**config.mk**
```make
export PLATFORM = sky130hd
export DESIGN_NAME = if_fetch_stage_flat
export DESIGN_NICKNAME = d
export VERILOG_FILES = /design/src/rtl/if_fetch_stage_if.sv /design/src/rtl/if_fetch_stage.sv /design/src/flat_wrapper.sv
export SDC_FILE = /design/constraint.sdc
export NUM_CORES = 1
export LEC_CHECK = 0
export CORE_ASPECT_RATIO = 1.4
export CORE_MARGIN = 3
export CORE_UTILIZATION = 53
export DETAILED_ROUTE_END_ITERATION = 10
export GPL_TIMING_DRIVEN = 0
export PLACE_DENSITY_LB_ADDON = 0.2
export SLEW_MARGIN = 10
export SYNTH_ARGS = -nofsm -noshare
export SYNTH_HDL_FRONTEND = slang
export SYNTH_SLANG_ARGS = --single-unit
```
**constraint.sdc**
```tcl
create_clock -name clk -period 3.69 [get_ports clk]
set_input_delay 1.107 -clock clk [delete_from_list [all_inputs] [get_ports clk]]
set_output_delay 1.107 -clock clk [all_outputs]
set_load 0.005 [all_outputs]
```
**src/rtl/if_fetch_stage_if.sv**
```systemverilog
// Instruction-memory fetch channel: request/ready handshake with address and returned word.
// The fetch stage drives req/addr (master); the memory answers with ready/rdata (slave).
interface if_fetch_stage_if;
    logic        imem_req;
    logic [31:0] imem_addr;
    logic        imem_ready;
    logic [31:0] imem_rdata;

    modport master (
        output imem_req,
        output imem_addr,
        input  imem_ready,
        input  imem_rdata
    );

    modport slave (
        input  imem_req,
        input  imem_addr,
        output imem_ready,
        output imem_rdata
    );
endinterface

```
**src/rtl/if_fetch_stage.sv**
```systemverilog
// Purpose: PC ownership, imem fetch, IF/ID register with one-entry skid and redirect squash/drain.
// Latency: memory data returned in cycle N is on inst/pc4 in cycle N+1; zero-wait gives 1 inst/cycle.
// Backpressure: id_stall holds IF/ID, one extra fetch lands in the skid, then imem_req drops until release.
module if_fetch_stage #(
    parameter logic [31:0] RESET_PC = 32'h0000_0000
) (
    input  logic                  clk,
    input  logic                  rst,
    input  logic [1:0]            pcsource,
    input  logic [31:0]           bpc,
    input  logic [31:0]           jpc,
    input  logic                  id_stall,
    if_fetch_stage_if.master      imem,
    output logic [31:0]           pc,
    output logic [31:0]           pc4,
    output logic [31:0]           inst,
    output logic                  inst_valid
);

    typedef enum logic [1:0] {FETCH, DRAIN, HOLD} state_t;

    state_t      state_q, state_d;
    logic [31:0] pc_d;
    logic [31:0] stale_addr_q, stale_addr_d;
    logic [31:0] pc4_d, inst_d;
    logic        inst_valid_d;
    logic [31:0] skid_inst_q, skid_inst_d;
    logic [31:0] skid_pc4_q, skid_pc4_d;

    logic        xfer, consume, redirect, if_free;
    logic [31:0] target, pc_plus4;

    assign imem.imem_req  = !rst && (state_q != HOLD);
    assign imem.imem_addr = (state_q == DRAIN) ? stale_addr_q : pc;

    assign xfer     = imem.imem_req && imem.imem_ready;
    assign consume  = inst_valid && !id_stall;
    // pcsource 01 and 11 redirect; 10 is reserved and behaves as sequential
    assign redirect = consume && pcsource[0];
    assign target   = (pcsource[1] ? jpc : bpc) & 32'hFFFF_FFFC;
    assign if_free  = !inst_valid || !id_stall;
    assign pc_plus4 = pc + 32'd4;

    always_ff @(posedge clk) begin
        if (rst) begin
            state_q      <= FETCH;
            pc           <= RESET_PC;
            stale_addr_q <= 32'h0;
            pc4          <= 32'h0;
            inst         <= 32'h0;
            inst_valid   <= 1'b0;
            skid_inst_q  <= 32'h0;
            skid_pc4_q   <= 32'h0;
        end else begin
            state_q      <= state_d;
            pc           <= pc_d;
            stale_addr_q <= stale_addr_d;
            pc4          <= pc4_d;
            inst         <= inst_d;
            inst_valid   <= inst_valid_d;
            skid_inst_q  <= skid_inst_d;
            skid_pc4_q   <= skid_pc4_d;
        end
    end

    always_comb begin
        state_d      = state_q;
        pc_d         = pc;
        stale_addr_d = stale_addr_q;
        pc4_d        = pc4;
        inst_d       = inst;
        inst_valid_d = inst_valid;
        skid_inst_d  = skid_inst_q;
        skid_pc4_d   = skid_pc4_q;

        case (state_q)
            FETCH: begin
                if (redirect) begin
                    inst_d       = 32'h0;
                    inst_valid_d = 1'b0;
                    pc_d         = target;
                    // a fetch still in flight must be allowed to finish before the target goes out
                    if (!xfer) begin
                        stale_addr_d = pc;
                        state_d      = DRAIN;
                    end
                end else if (xfer && if_free) begin
                    inst_d       = imem.imem_rdata;
                    pc4_d        = pc_plus4;
                    inst_valid_d = 1'b1;
                    pc_d         = pc_plus4;
                end else if (xfer) begin
                    skid_inst_d  = imem.imem_rdata;
                    skid_pc4_d   = pc_plus4;
                    pc_d         = pc_plus4;
                    state_d      = HOLD;
                end else if (if_free) begin
                    inst_d       = 32'h0;
                    inst_valid_d = 1'b0;
                end
            end
            DRAIN: begin
                inst_d       = 32'h0;
                inst_valid_d = 1'b0;
                if (xfer) begin
                    state_d = FETCH;
                end
            end
            HOLD: begin
                if (redirect) begin
                    skid_inst_d  = 32'h0;
                    skid_pc4_d   = 32'h0;
                    inst_d       = 32'h0;
                    inst_valid_d = 1'b0;
                    pc_d         = target;
                    state_d      = FETCH;
                end else if (consume) begin
                    inst_d       = skid_inst_q;
                    pc4_d        = skid_pc4_q;
                    inst_valid_d = 1'b1;
                    state_d      = FETCH;
                end
            end
            default: begin
                state_d = FETCH;
            end
        endcase
    end

endmodule

```
**src/flat_wrapper.sv**
```systemverilog
// flat-port wrapper written by rule: the top's interface ports become plain ports
module if_fetch_stage_flat 
#(
    parameter logic [31:0] RESET_PC = 32'h0000_0000
)
  (clk, rst, pcsource, bpc, jpc, id_stall, pc, pc4, inst, inst_valid, imem_imem_req, imem_imem_addr, imem_imem_ready, imem_imem_rdata);
  if_fetch_stage_if imem_i ();
  input  logic clk;
  input  logic rst;
  input  logic [1:0] pcsource;
  input  logic [31:0] bpc;
  input  logic [31:0] jpc;
  input  logic id_stall;
  output logic [31:0] pc;
  output logic [31:0] pc4;
  output logic [31:0] inst;
  output logic inst_valid;
  output wire logic [$bits(imem_i.imem_req)-1:0] imem_imem_req;
  output wire logic [$bits(imem_i.imem_addr)-1:0] imem_imem_addr;
  input wire logic [$bits(imem_i.imem_ready)-1:0] imem_imem_ready;
  input wire logic [$bits(imem_i.imem_rdata)-1:0] imem_imem_rdata;
  assign imem_imem_req = imem_i.imem_req;
  assign imem_imem_addr = imem_i.imem_addr;
  assign imem_i.imem_ready = imem_imem_ready;
  assign imem_i.imem_rdata = imem_imem_rdata;
  if_fetch_stage #(.RESET_PC(RESET_PC)) u_core (.clk(clk), .rst(rst), .pcsource(pcsource), .bpc(bpc), .jpc(jpc), .id_stall(id_stall), .imem(imem_i), .pc(pc), .pc4(pc4), .inst(inst), .inst_valid(inst_valid));
endmodule
```
# Yosys cells after proc, flatten, opt, wreduce, memory -nomap -nowiden
# Index checks and enable logic that the tools add are counted.
dict set report op_classes {
  reduce_logical 18
  bitwise_logic 1
  n_eq_ne 18
  add_sub_neg 1
  muxes 42
}
# op n
set op_table {}
lappend op_table {{32-bit 2-to-1 mux} 22}
lappend op_table {{32-bit one-hot mux with 2 select lines} 4}
lappend op_table {{32-bit one-hot mux with 3 select lines} 1}
lappend op_table {{32-bit by 3-bit adder with 32-bit output, second input constant} 1}
lappend op_table {{5-bit AND reduction} 3}
lappend op_table {{2-bit 2-to-1 mux} 7}
lappend op_table {{2-bit by 1-bit != test with 1-bit output, second input constant} 5}
lappend op_table {{2-bit != test, second input constant} 4}
lappend op_table {{4-bit by 1-bit != test with 1-bit output, second input constant} 2}
lappend op_table {{1-bit 2-to-1 mux} 6}
lappend op_table {{3-bit by 1-bit != test with 1-bit output, second input constant} 2}
lappend op_table {{2-bit one-hot mux with 3 select lines} 1}
lappend op_table {{3-bit AND reduction} 2}
lappend op_table {{1-bit logical AND} 5}
lappend op_table {{4-bit != test, second input constant} 1}
lappend op_table {{4-bit AND reduction} 1}
lappend op_table {{1-bit zero test} 3}
lappend op_table {{3-bit by 2-bit != test with 1-bit output, second input constant} 1}
lappend op_table {{3-bit != test, second input constant} 1}
lappend op_table {{1-bit one-hot mux with 3 select lines} 1}
lappend op_table {{3-bit nonzero test} 1}
lappend op_table {{2-bit by 1-bit == test with 1-bit output, second input constant} 1}
lappend op_table {{2-bit == test, second input constant} 1}
lappend op_table {{2-bit zero test} 1}
lappend op_table {{other kinds (3)} 3}
dict set report word_totals {
  elab_cells 88
  reg_bits 195
  out_inout_bits 130
}

# Logic depth before layout (Yosys ltp)
# Gate-level depths: netlist of run 1.
dict set report depth {
  depth_word 7
  ltp_mapped 10
  ltp_nobuf 7
}

# Worst setup path before layout of run 1
# OpenSTA, ideal clock, no wires.
dict set report synth_timing {
  path_kind {in2out}
  from {in rst}
  to {out imem_imem_req}
  setup_slack_ns 0.689
  arrival_ns 1.894
  n_path_buf 3
  t_required_ns 2.583
  stages 4
  path_cell_list {buf_2 clkbuf_1 clkbuf_1 nor2_1}
}
dict set report synth_via {
  elab_chain_len 2
}
# element line_no
set synth_lines {}
lappend synth_lines {{start: declaration} flat_wrapper.sv:9} ;# input logic rst;
lappend synth_lines {{1-bit zero test} if_fetch_stage.sv:33} ;# assign imem.imem_req = !rst && (state_q != HOLD);
lappend synth_lines {{1-bit logical AND} if_fetch_stage.sv:33}
lappend synth_lines {{end: declaration} flat_wrapper.sv:18} ;# output wire logic [$bits(imem_i.imem_req)-1:0] imem_imem_req;
# No other way between the ends.

# Final worst setup path of run 1
dict set report layout_timing {
  from {reg u_core.state_q[0]}
  to {out imem_imem_req}
}
dict set report layout_via {
  elab_chain_len 2
}
# element line_no
set layout_lines {}
lappend layout_lines {{start: declaration} if_fetch_stage.sv:22} ;# state_t state_q, state_d;
lappend layout_lines {{start signal: assignment} if_fetch_stage.sv:55} ;# state_q <= state_d;
lappend layout_lines {{2-bit != test} if_fetch_stage.sv:33}
lappend layout_lines {{1-bit logical AND} if_fetch_stage.sv:33}
# No other way between the ends.

==> key figures, run 1 <==
Status
  • Status: finished, final reports clean

Job
  • Max Cap Viol: 0

Routing
  • DR pass1 iterations: 9
  • Routed via count: 9342
  • Drc violations: 0
  • Post-Route WL: ~29000 um
  • Drt first-iter violations: between 900 and 1000
  • DR vias/cell: 5.98
  • Antenna viol nets, final: 0
  • Drt wl/cell: 18.9 um

Place
  • Placed cells: 1530
  • RePlAce Congestion: 0.989
  • DP Area: 0.0116 mm^2
  • Buffers on Ports: around 220
  • DP Wirelength: 22000 um

Die
  • Die Ht: 161 um
  • Chip Width: around 120 um
  • Initial core utilization: 0.542
  • Core area: 0.0167 mm^2
  • # IOs: between 200 and 250
  • Die Footprint: ~0.019 mm^2
  • Cell row count: 56

Logic synthesis
  • Area contributors post-synth: dfxtp_1, nand2_1, a21oi_1, mux2_2, a211oi_1
  • Main synth FF type: dfxtp_1
  • Synth Area per Inst: 8.24 um^2
  • Synthesized area: 0.00908 mm^2
  • Top-area cell type share of the netlist area: 0.417
  • Sequential fraction of the synthesis area: 0.417
  • Post-synthesis mux area share: 0.0645
  • Yosys top cell by area: dfxtp_1
  • Library cells used by synthesis: 61
  • Yosys warns: 0
  • Largest family of logic cells by synthesized area: compound AO/OA/AOI/OAI gates
  • Synth Area in XOR/XNOR: 0.0261
  • Synth Area in Simple Gates: 0.210
  • Mapped Cells: between 1000 and 1500
  • Async SR Flop Fraction: 0
  • Post-synth EDFFs: 0
  • Synth Area in Compound Gates: 0.221
  • Synth Area in Adders: 0.00689
  • Flops & latches, synth: 189

Setup path
  • Worst path cell trace: inv_1 > ha_1 > clkbuf_1 > clkbuf_2 > nor2_1 > clkdlybuf4s50_1
  • Critical path buffer and inverter count: 4
  • Required @ worst endpoint: about 2.6 ns
  • Delay-heaviest family, CP: buffers and inverters
  • Crit path max fanout: 10
  • Crit. End Element: primary output
  • Startpoint Class: flop
  • CP arrival: 2.51 ns
  • CP peak stage delay: 0.47 ns
  • Slowest-stage cell, CP: clkdlybuf4s50_1
  • Crit Path Class: reg -> out

Timing
  • Final hold violations: 0
  • Fmax achieved: 277 MHz
  • Setup Total Neg Slack: 0 ns
  • Final cycle utilization of the critical path: 0.980
  • Hold slack: approximately 0.45 ns
  • Worst slew margin: 0.394
  • Final max-slew violation count: 0
  • # setup viols final: 0
  • Clock skew: between 0.01 and 0.015 ns
  • Slew @ Worst Pin: 0.908 ns
  • RSZ-0062 raised after global routing: no
  • Post-route minimum period: ~3.6 ns

Cells and area
  • Fillers: 1358
  • Diodes inserted: 0
  • Share of cells above drive strength 1: 0.0773
  • Non-filler cells, final: 1561
  • Post-route cell area: 0.0122 mm^2
  • Commonest cells after routing, fill and taps aside: clkdlybuf4s50_1, dfxtp_1, nand2_1
  • Commonest non-fill, non-tap cell in the layout: clkdlybuf4s50_1
  • Layout area overhead: 34.9%
  • Nets: 1452

Global route
  • Total gr overflow: 0
  • Vias in the first global route: 9026
  • First-pass GRT wire length: 46200 um
  • Largest net degree at the start of global routing: 20
  • Total track usage: 0.310
  • Initial antenna violation count: 0

Power and ir drop
  • Power Density: between 400 and 500 mW/mm^2
  • Pwr Total: 4.96 mW
  • P_leak: 4.18 nW
  • VDD IR max: 247 uV

Clock network
  • Num CTS Buffers: 17
  • Clk sinks: 189
  • Htree depth: 4
  • Clk_lat worst skew: between 0.4 and 0.5 ns
  • CTS clk-pin slew, worst paths: 0.07 ns
  • CTS tree: built
  • CTS root buf: clkbuf_16
  • Clock Path Buffers: 2

Hold path
  • Worst hold path class: reg -> reg
-- repair_timing --
| item | 4_1_cts | 5_1_grt |
|---|---|---|
| hold endpoints to repair | 0 | 0 |
| hold buffers | 0 | 0 |
| setup endpoints to repair | 24 | 24 |
| gates resized for setup | 10 | 8 |
| pin swaps | 0 | 0 |
| buffers inserted | 0 | 0 |
-- per-stage QoR --
stage	setup WS, ns	utilization
2_1_floorplan	0.689	-
3_3_place_gp	-0.726	0.691
3_5_place_dp	-0.755	0.691
4_1_cts	0.0175	0.730
5_1_grt	0.00185	0.731
6_report	0.0738	0.731
-- per-layer routing --
layer,vias to the layer above,track usage,share of wire
met5,-,0,0
met4,0,0.140,0.038
met3,86,0.0565,0.073
met2,466,0.530,0.50
met1,4375,0.372,0.38
li1,4415,-,-
-- worst reg2reg max path, cell delays in order (launching register included) --
cell and delay (ns):
dfxtp_1 0.37, inv_1 0.10, ha_1 0.29, or3b_1 0.39, clkbuf_1 0.22, a21oi_2 0.42, clkbuf_1 0.51, o221ai_1 0.25
a21oi_1 0.20
-- power breakdown --
group / leakage (nW) / switching (mW) / internal, mW
combinational: 2.34 / 0.412 / 0.393
sequential: 1.53 / 0.0512 / 2.12
clock: 0.309 / 0.875 / 1.11
-- state kept, by name (all words and copies together) (netlist names) --
signal / count
u_core.skid_pc4_q: 31
u_core.inst: 32
u_core.inst_valid: 1
u_core.skid_inst_q: 32
u_core.stale_addr_q: 30
u_core.pc4: 31
u_core.pc: 30
u_core.state_q: 2
-- cells by family after synthesis --
kind of cell,count (synthesis)
buffers and inverters,119
flip-flops,189
XOR/XNOR,27
multiplexers,54
adder cells (fa/ha/maj),5
AO/OA/AOI/OAI,320
AND/OR/NAND/NOR,386
other,1
-- cell usage after synthesis, drive strengths merged, types with 12 or more instances --
master  count
dfxtp     189
a211oi     44
nand2b     16
mux2       36
a22o       12
nor2       66
mux2i      18
o211ai     13
nand3      21
o21ai      50
xnor2      18
nand2     177
clkbuf     80
a22oi      37
nand4      20
a21oi     122
nand3b     38
buf        29
o22ai      13
-- layout make-up --
cell class,instances,area (um^2),area share
Multi-Input combinational cell,796,4810,0.393
Tap cell,203,254,0.0207
Sequential cell,189,3780,0.309
Clock buffer,18,439,0.0359
Buffer,108,489,0.0400
Clock inverter,14,193,0.0157
Inverter,10,37.5,0.00307
Timing Repair Buffer,223,2230,0.183
-- worst paths after layout --
kind                                      startpoint                   end  slack, ns  depth (start not counted)
worst max-delay path               u_core.state_q[0]         imem_imem_req       0.07                          6
worst min-delay path            u_core.skid_pc4_q[5]  u_core.skid_pc4_q[5]       0.45                          2
worst max register to register     u_core.state_q[0]         u_core.pc[13]       0.87                          8
worst min register to register  u_core.skid_pc4_q[5]  u_core.skid_pc4_q[5]       0.45                          2
Power figures use the tool's default switching activity.
==> run 2, diff against run 1 <==
--- a/config.mk
+++ b/config.mk
@@ -7,10 +7,9 @@
 export LEC_CHECK = 0
 export CORE_ASPECT_RATIO = 1.4
 export CORE_MARGIN = 3
-export CORE_UTILIZATION = 53
+export CORE_UTILIZATION = 25
 export DETAILED_ROUTE_END_ITERATION = 10
 export GPL_TIMING_DRIVEN = 0
-export PLACE_DENSITY_LB_ADDON = 0.2
 export SLEW_MARGIN = 10
 export SYNTH_ARGS = -nofsm -noshare
 export SYNTH_HDL_FRONTEND = slang
==> run 2 against run 1 <==
  * Via count shrank 2.4%
  * Core utilization decreased by 38 points
  * Critical path depth decreased by 2
  * Cell area increased by 1.8%
  * Clock power decreased by 9%
  * Hold slack about the same
  * Sequential cell count stayed put
  * Die area up 110%
  * Worst setup slack got worse by 0.037 ns
  * Fmax is 1.0% lower
  * Critical path type is now in -> out
  * Critical endpoint unchanged
==> key figures, run 2 (synthesized netlist as in run 1, its figures left out) <==
Status
  • Status: finished, final reports clean (unchanged)

Setup path
  • CP arrival: 2.55 ns (was 2.51 ns)
  • Crit path max fanout: 28 (was 10)
  • Cell depth of the worst flop-to-flop path: 8 (unchanged)
  • Required @ worst endpoint: 2.58 ns (about the same)
  • Crit Path Class: in -> out (was reg -> out)
  • Startpoint Class: input pin (was flop)
  • Crit. End Element: primary output (unchanged)
  • R2R Setup Slk: 0.76 ns (was 0.87 ns)

Clock network
  • CTS tree: built (unchanged)
  • Hold-fix buffers at CTS: 0 (unchanged)
  • Htree depth: 4 (unchanged)
  • Clk_lat worst skew: 0.44 ns (about the same)
  • Number of setup buffers added after CTS: 0 (unchanged)
  • CTS clk-pin slew, worst paths: 0.07 ns (about the same)
  • CTS root buf: clkbuf_16 (unchanged)
  • Num CTS Buffers: 17 (unchanged)
  • Clk sinks: 189 (unchanged)
  • Clock Path Buffers: 2 (unchanged)

Timing
  • Post-route minimum period: 3.65 ns (was 3.62 ns)
  • Worst slew margin: 0.336 (was 0.394)
  • RSZ-0062 raised after global routing: no (unchanged)
  • Fmax achieved: 274 MHz (was 277 MHz)
  • Slew @ Worst Pin: 0.996 ns (was 0.908 ns)
  • Final hold violations: 0 (unchanged)
  • Final max-slew violation count: 0 (unchanged)
  • Hold slack: 0.447 ns (was 0.448 ns)
  • # setup viols final: 0 (unchanged)
  • Final cycle utilization of the critical path: 0.990 (was 0.980)
  • Clock skew: 0.0135 ns (was 0.0109 ns)

Die
  • # IOs: 232 (unchanged)
  • Core area: 0.0354 mm^2 (was 0.0167 mm^2)
  • Initial core utilization: 0.257 (was 0.542)
  • Chip Width: 167 um (was 117 um)
  • Cell row count: 81 (was 56)
  • Die Ht: 231 um (was 161 um)
  • Die Footprint: 0.0387 mm^2 (was 0.0188 mm^2)

Power and ir drop
  • P_leak: 4.13 nW (was 4.18 nW)
  • Power Density: 386 mW/mm^2 (was 405 mW/mm^2)
  • VDD IR max: 244 uV (was 247 uV)
  • Pwr Total: 4.81 mW (was 4.96 mW)

Cells and area
  • Largest registers: u_core.inst x32, u_core.skid_inst_q x32 (unchanged)
  • Share of cells above drive strength 1: 0.0760 (was 0.0773)
  • Layout area overhead: 37.4% (was 34.9%)
  • Diodes inserted: 0 (unchanged)
  • Commonest cells after routing, fill and taps aside: clkdlybuf4s50_1, dfxtp_1, nand2_1 (unchanged)
  • Commonest non-fill, non-tap cell in the layout: clkdlybuf4s50_1 (unchanged)
  • Fillers: 3666 (was 1358)
  • Non-filler cells, final: 1811 (was 1561)
  • Nets: 1451 (was 1452)

Place
  • RePlAce Congestion: 0.899 (was 0.989)
  • DP Wirelength: 26900 um (was 22000 um)
  • Placed cells: 1783 (was 1530)
  • Buffers on Ports: 223 (unchanged)

Global route
  • First-pass GRT wire length: 51600 um (was 46200 um)
  • Total track usage: 0.172 (was 0.310)
  • Met3 usage: 0.0309 (was 0.0565)
  • Largest net degree at the start of global routing: 29 (was 20)
  • Vias in the first global route: 8504 (was 9026)
  • Initial antenna violation count: 0 (unchanged)
  • Met1 global-route usage: 0.203 (was 0.372)
  • GR Util met2: 0.314 (was 0.530)
  • Total gr overflow: 0 (unchanged)
  • Global routing's busiest layer: met2 (unchanged)

Job
  • Max Cap Viol: 0 (unchanged)

Routing
  • DR vias/cell: 5.03 (was 5.98)
  • Antenna viol nets, final: 0 (unchanged)
  • Drt first-iter violations: 908 (was 975)
  • Routed via count: 9117 (was 9342)
  • Post-Route WL: 34800 um (was 29500 um)
  • DR pass1 iterations: 5 (was 9)
  • Drt wl/cell: 19.2 um (was 18.9 um)
  • Drc violations: 0 (unchanged)

Hold path
  • Hold Path Stages: 2 (unchanged)
  • Worst hold path class: reg -> reg (unchanged)
==> run 2: cell types whose count changed in the layout (fill, tap and decap cells not counted), sizes merged <==
cell	change
bufinv	-2
inv	-6
clkbuf	+1
clkdlybuf4s50	+1
clkinv	+4
dlymetal6s2s	-1
==> run 2: metrics by stage <==
| step | cell area (um^2) | setup slack (ns) | utilization | TNS (ns) |
|---|---|---|---|---|
| final | 12500 | 0.0368 | 0.352 | 0 |
| after global routing | 12500 | 0.0137 | 0.352 | 0 |
| after CTS | 12500 | 0.00987 | 0.352 | 0 |
| after detailed placement | 11900 | -0.946 | 0.336 | -4.34 |
| after global placement | 11900 | -0.946 | 0.336 | -4.40 |
| after floorplan | 9090 | 0.689 | - | 0 |
==> run 2: repair_timing <==
action / 4_1_cts / 5_1_grt
gates cloned: 0 / 0
gates resized for setup: 9 / 5
endpoints found under the setup margin: 24 / 22
==> run 2: layout make-up <==
type	instances	area, um^2	area share
Timing Repair Buffer	223	2230	0.179
Clock inverter	10	108	0.00863
Buffer	107	464	0.0372
Inverter	10	37.5	0.00301
Sequential cell	189	3780	0.303
Multi-Input combinational cell	796	4810	0.386
Tap cell	456	571	0.0458
Clock buffer	20	457	0.0366
==> run 2: per-layer routing <==
layer | vias up | wire, um
met5 | - | 0
met4 | 0 | 781
met3 | 41 | 1800
met2 | 335 | 18000
met1 | 4329 | 14200
li1 | 4412 | -
==> run 2: report_power, final <==
group	total, mW	internal [mW]	switching (mW)
sequential	2.18	2.12	0.0586
combinational	0.826	0.391	0.435
clock	1.81	0.972	0.841
==> run 2: path summary, 6_finish.rpt <==
path,startpoint,endpoint
worst min-delay path,u_core.skid_pc4_q[5],u_core.skid_pc4_q[5]
worst max-delay path,rst,imem_imem_req
worst min register to register,u_core.skid_pc4_q[5],u_core.skid_pc4_q[5]
worst max register to register,u_core.state_q[0],u_core.skid_pc4_q[11]
==> run 2: critical path, stage by stage <==
cell	delay [ns]
clkdlybuf4s50_1	0.50
buf_4	0.36
nor2_2	0.09
clkdlybuf4s50_1	0.47
==> RTL edit 1 (flow settings as in run 1) <==
Take the reset off `stale_addr_q` and load it in a clocked block of its own.
--- a/src/rtl/if_fetch_stage.sv
+++ b/src/rtl/if_fetch_stage.sv
@@ -47,3 +47,2 @@
             pc           <= RESET_PC;
-            stale_addr_q <= 32'h0;
             pc4          <= 32'h0;
@@ -56,3 +55,2 @@
             pc           <= pc_d;
-            stale_addr_q <= stale_addr_d;
             pc4          <= pc4_d;
@@ -63,2 +61,6 @@
         end
+    end
+
+    always_ff @(posedge clk) begin
+        stale_addr_q <= stale_addr_d;
     end
Formal check against the unedited RTL: no difference found for any inputs over 4 cycles, from zero or initial values and one cycle with rst high; that may be too few to reach the edited logic, so the function may still have changed.
==> RTL edit 1 against run 1 <==
Non-clock buffer count down 17; wire length down 2.6%; die area down 3.3%; register-to-register slack better by 100 ps; final cell count shrank 10%; cell area down 2.8%; total power grew 1.8%; first-iteration DRC count shrank 27%; setup slack improved by 60 ps; sequential cell count stayed put; global-route usage grew 0.069 points; synthesized area is 3.5% lower; clock skew rose by 1.9 ps; largest power group unchanged.
==> RTL edit 1: results (changes against run 1) <==
status: "finished clean"
clkbuf_count: 21  # +3
synthCells: 945  # -14%
ys_seq_area_frac: 0.4661  # +0.04921
final_area_um2: 11900  # -2.8%
place_area_um2: 11270  # -2.6%
cp_slowest_cell: "nor2_1"
n_all_inverters: 15  # +5
grt_util_all_layers: 0.3103  # +0.0006896
grt_pass1_vias: 8383  # -7.1%
synth-xor-area-share: 0.02699  # +0.0009338
place_ws_ps: -177.9  # +577.1 ps
flops_and_latches: 189  # unchanged
nets: 1296  # -11%
synth_edf_count: 30  # +30
max_stage_delay_ps: 710  # +240 ps
cp.arrival_ps: 3860  # +1350 ps
seqCellArea_um2: 4084  # +7.9%
hold_depth: 0  # -2
finalClockSkew_ps: 12.75  # +1.857 ps
slew_headroom: 0.4355  # +0.04106
r2r_end: "u_core.pc[6]"
drive_above_1_share: 0.08569  # +0.008371
wirelength_um: 28690  # -2.6%
multi_input_cells: 652  # -18%
drt-initial-drc-count: 710  # -27%
internal-power_mw: 3.672  # +1.4%
max_freq_ghz: 0.2812  # +1.7%
crit_end: "u_core.pc[4]"
gp_congestion: 0.9703  # -1.9%
grt_pass1_wl_um: 44170  # -4.3%
buffer_area_frac: 0.2218  # -0.0007041
buffers: 314  # -5.1%
ir_drop_uv: 301.4  # +22%
synthTopCellsByCount: "dfxtp_1, nand2_1, a21oi_1"
startpoint: "id_stall"
hpwl_um: 21300  # -3.2%
rrSetupSlack_ps: 970  # +100 ps
synthAdderAreaFrac: 0.007140  # +0.0002470
synthMuxAreaShare: 0.06340  # -0.001115
via_per_inst: 6.155  # +2.8%
==> RTL edit 1: cell types whose count changed in the layout (fill, tap and decap cells not counted), moves of 10 or more <==
cell / delta
clkbuf_1: -11
xnor2_1: -10
nand2_1: -98
xor2_1: +10
o21ai_0: -11
nand3_1: +34
and3_1: +14
a21oi_1: -47
nand2b_1: -11
o2bb2ai_1: +22
nand3b_1: -36
edfxtp_1: +30
dfxtp_1: -30
==> RTL edit 1: how the worst min path moves through the flow <==
stage          slack, ps                   from                 endpoint
6_report             450          u_core.pc[15]  u_core.stale_addr_q[15]
4_1_cts              450          u_core.pc[15]  u_core.stale_addr_q[15]
2_1_floorplan        420  u_core.skid_pc4_q[15]    u_core.skid_pc4_q[15]
5_1_grt              460          u_core.pc[15]  u_core.stale_addr_q[15]
3_5_place_dp         430          u_core.pc[15]  u_core.stale_addr_q[15]
3_3_place_gp         430          u_core.pc[15]  u_core.stale_addr_q[15]
==> RTL edit 1: metal layers <==
| layer | part of all wire | global-route usage | vias up | wire [um] |
|---|---|---|---|---|
| met5 | 0 | 0 | - | 0 |
| met4 | 0.037 | 0.1370 | 0 | 1051 |
| met3 | 0.089 | 0.07113 | 88 | 2566 |
| met2 | 0.51 | 0.5443 | 454 | 14500 |
| met1 | 0.37 | 0.3590 | 4087 | 10570 |
| li1 | - | - | 3994 | - |
==> RTL edit 1: power by group through the flow <==
stage	registers, mW	clock network [mW]	logic, mW
2_1_floorplan	2.29	0	0.388
3_3_place_gp	2.30	0	0.832
3_5_place_dp	2.30	0	0.845
4_1_cts	2.25	1.93	0.854
5_1_grt	2.27	2.02	0.928
6_report	2.26	1.93	0.861
==> RTL edit 2 (flow settings as in run 1) <==
Made on the original files. Make the reset (`rst`) asynchronous in one clocked block.
--- a/src/rtl/if_fetch_stage.sv
+++ b/src/rtl/if_fetch_stage.sv
@@ -43,3 +43,3 @@
 
-    always_ff @(posedge clk) begin
+    always_ff @(posedge clk or posedge rst) begin
         if (rst) begin
Behaviour: differs if rst is asserted again (counterexample within 4 cycles, from zero or initial values and one cycle with rst high); with rst held inactive, the same outputs for 4 cycles.
==> RTL edit 2 against run 1 <==
Setup slack gained 17 ps; cell area is 3.5% higher; synthesized cell count is 15% lower; die area up 3.8%; global-route usage shrank 0.53 points; sequential cell count stayed put; synthesized area increased by 4.0%; wire length hardly changed; hold slack gained 25 ps.
Power is not compared: it rests on default switching activity, and its combinational part moved more than twofold at a synthesized area within 25%.
==> RTL edit 2: results (changes against run 1) <==
rr_worst_depth: 11  # +3
synthTopCellsByCount: "dfrtp_1, nand2_1, mux2_2"
vias: 8392  # -10%
grt_pass1_vias: 8608  # -4.6%
crit_fanout: 10  # unchanged
wl_per_cell_um: 20.61  # +9.2%
synthCells: 935  # -15%
fillers: 1344  # -1.0%
grt_pass1_wl_um: 46400  # +0.49%
finalClockSkew_ps: 10.92  # +0.02260 ps
ys_types: 60  # -1.6%
worstReg2RegStart: "u_core.state_q[0]"
rrSetupSlack_ps: 640  # -230 ps
synth_top_area_share: 0.5011  # +0.08419
nets: 1288  # -11%
r2r_end: "u_core.skid_pc4_q[3]"
drt-initial-drc-count: 591  # -39%
async_flop_share: 1.000  # +1.000
grt_util_all_layers: 0.3043  # -0.005311
drive_above_1_share: 0.1157  # +0.03836
netlist_top_cells_area: "dfrtp_1, mux2_2, nand2_1, a22o_1, a21oi_1"
synthAdderAreaFrac: 0.006628  # -0.0002650
startpoint: "u_core.state_q[1]"
grt_max_degree: 38  # +90%
dr.pass1.iters: 5  # -4
crit_end: "imem_imem_addr[24]"
cp_slowest_cell: "clkdlybuf4s50_1"
gp_congestion: 0.9166  # -7.3%
ys_seq_area_frac: 0.5011  # +0.08419
worstMarginPinSlew_ps: 992.9  # +84.51 ps
fin_cells: 1429  # -8.5%
status: "finished clean"
synthMuxAreaShare: 0.1091  # +0.04458
synth-xor-area-share: 0.02134  # -0.004713
cp.arrival_ps: 2490  # -20 ps
clk_latency_ps: 440  # about the same
synth_compound_area_frac: 0.1821  # -0.03913
port-buffer-count: 222  # -0.45%
-- RTL edit 2: cell count changes after synthesis, sizes merged, moves of 15 or more --
cell	delta
dfrtp	+189
dfxtp	-189
nand2	-84
a21oi	-56
a211oi	-40
nand3b	-37
mux2	+35
a22o	+26
o21ai	+15
-- RTL edit 2: what timing repair did --
| item | in CTS | in global routing |
|---|---|---|
| setup endpoints to repair | 28 | 1 |
| resized for setup | 5 | 1 |
| hold endpoints to repair | 0 | 0 |
-- RTL edit 2: cells by family (layout without fill, tap and decap cells) --
family,after synthesis,count (layout)
compound gates,263,263
simple gates,260,260
flops,189,189
buf+inv,100,355
mux,94,94
xor+xnor,23,23
fa+ha+maj,5,5
other cells,1,4
-- RTL edit 2: worst min path at each step --
stage,startpoint,end,slack (ps),cells after the start
after global placement,u_core.skid_pc4_q[22],u_core.skid_pc4_q[22],450,1
after floorplan,u_core.skid_pc4_q[22],u_core.skid_pc4_q[22],440,1
after CTS,u_core.skid_pc4_q[22],u_core.skid_pc4_q[22],470,1
after detailed placement,u_core.skid_pc4_q[22],u_core.skid_pc4_q[22],460,1
final,u_core.skid_pc4_q[22],u_core.skid_pc4_q[22],470,1
after global routing,u_core.skid_pc4_q[22],u_core.skid_pc4_q[22],500,1
-- RTL edit 2: metrics by stage --
stage / power, mW / cell area [um^2] / worst slack, ps / util / hold slack, ps
detailed placement: 8.709 / 12070 / -152.7 / 0.6937 / 456.7
CTS: 10.64 / 12680 / 62.67 / 0.7284 / 472.7
global route: 11.29 / 12670 / 2.199 / 0.7282 / 499.1
finish: 10.62 / 12670 / 91.30 / 0.7282 / 472.5
floorplan: 6.205 / 9454 / 148.5 / - / 440.9
global placement: 8.557 / 11970 / -1509 / 0.6879 / 451.5
-- RTL edit 2: routing by layer --
layer | track usage | vias up | routed length [um]
met3 | 0.07888 | 69 | 2140
met2 | 0.5296 | 368 | 14820
li1 | - | 3851 | -
met1 | 0.3523 | 4104 | 11220
met4 | 0.1407 | 0 | 1272
met5 | 0 | - | 0
-- RTL edit 2: area by class of cell --
cell class | instances | area, um^2 | area share
Sequential cell | 189 | 4730 | 0.3732
Multi-Input combinational cell | 649 | 4298 | 0.3392
Timing Repair Buffer | 227 | 2322 | 0.1833
Clock buffer | 18 | 429.2 | 0.03387
Buffer | 89 | 389.1 | 0.03071
Tap cell | 236 | 295.3 | 0.02330
Clock inverter | 13 | 175.2 | 0.01382
Inverter | 8 | 33.78 | 0.002666
-- RTL edit 2: power by group --
part / leakage, nW / switching, mW / internal (mW)
Clock: 0.297 / 0.874 / 1.03
Combinational: 2.67 / 2.52 / 2.56
Sequential: 2.39 / 0.633 / 2.99
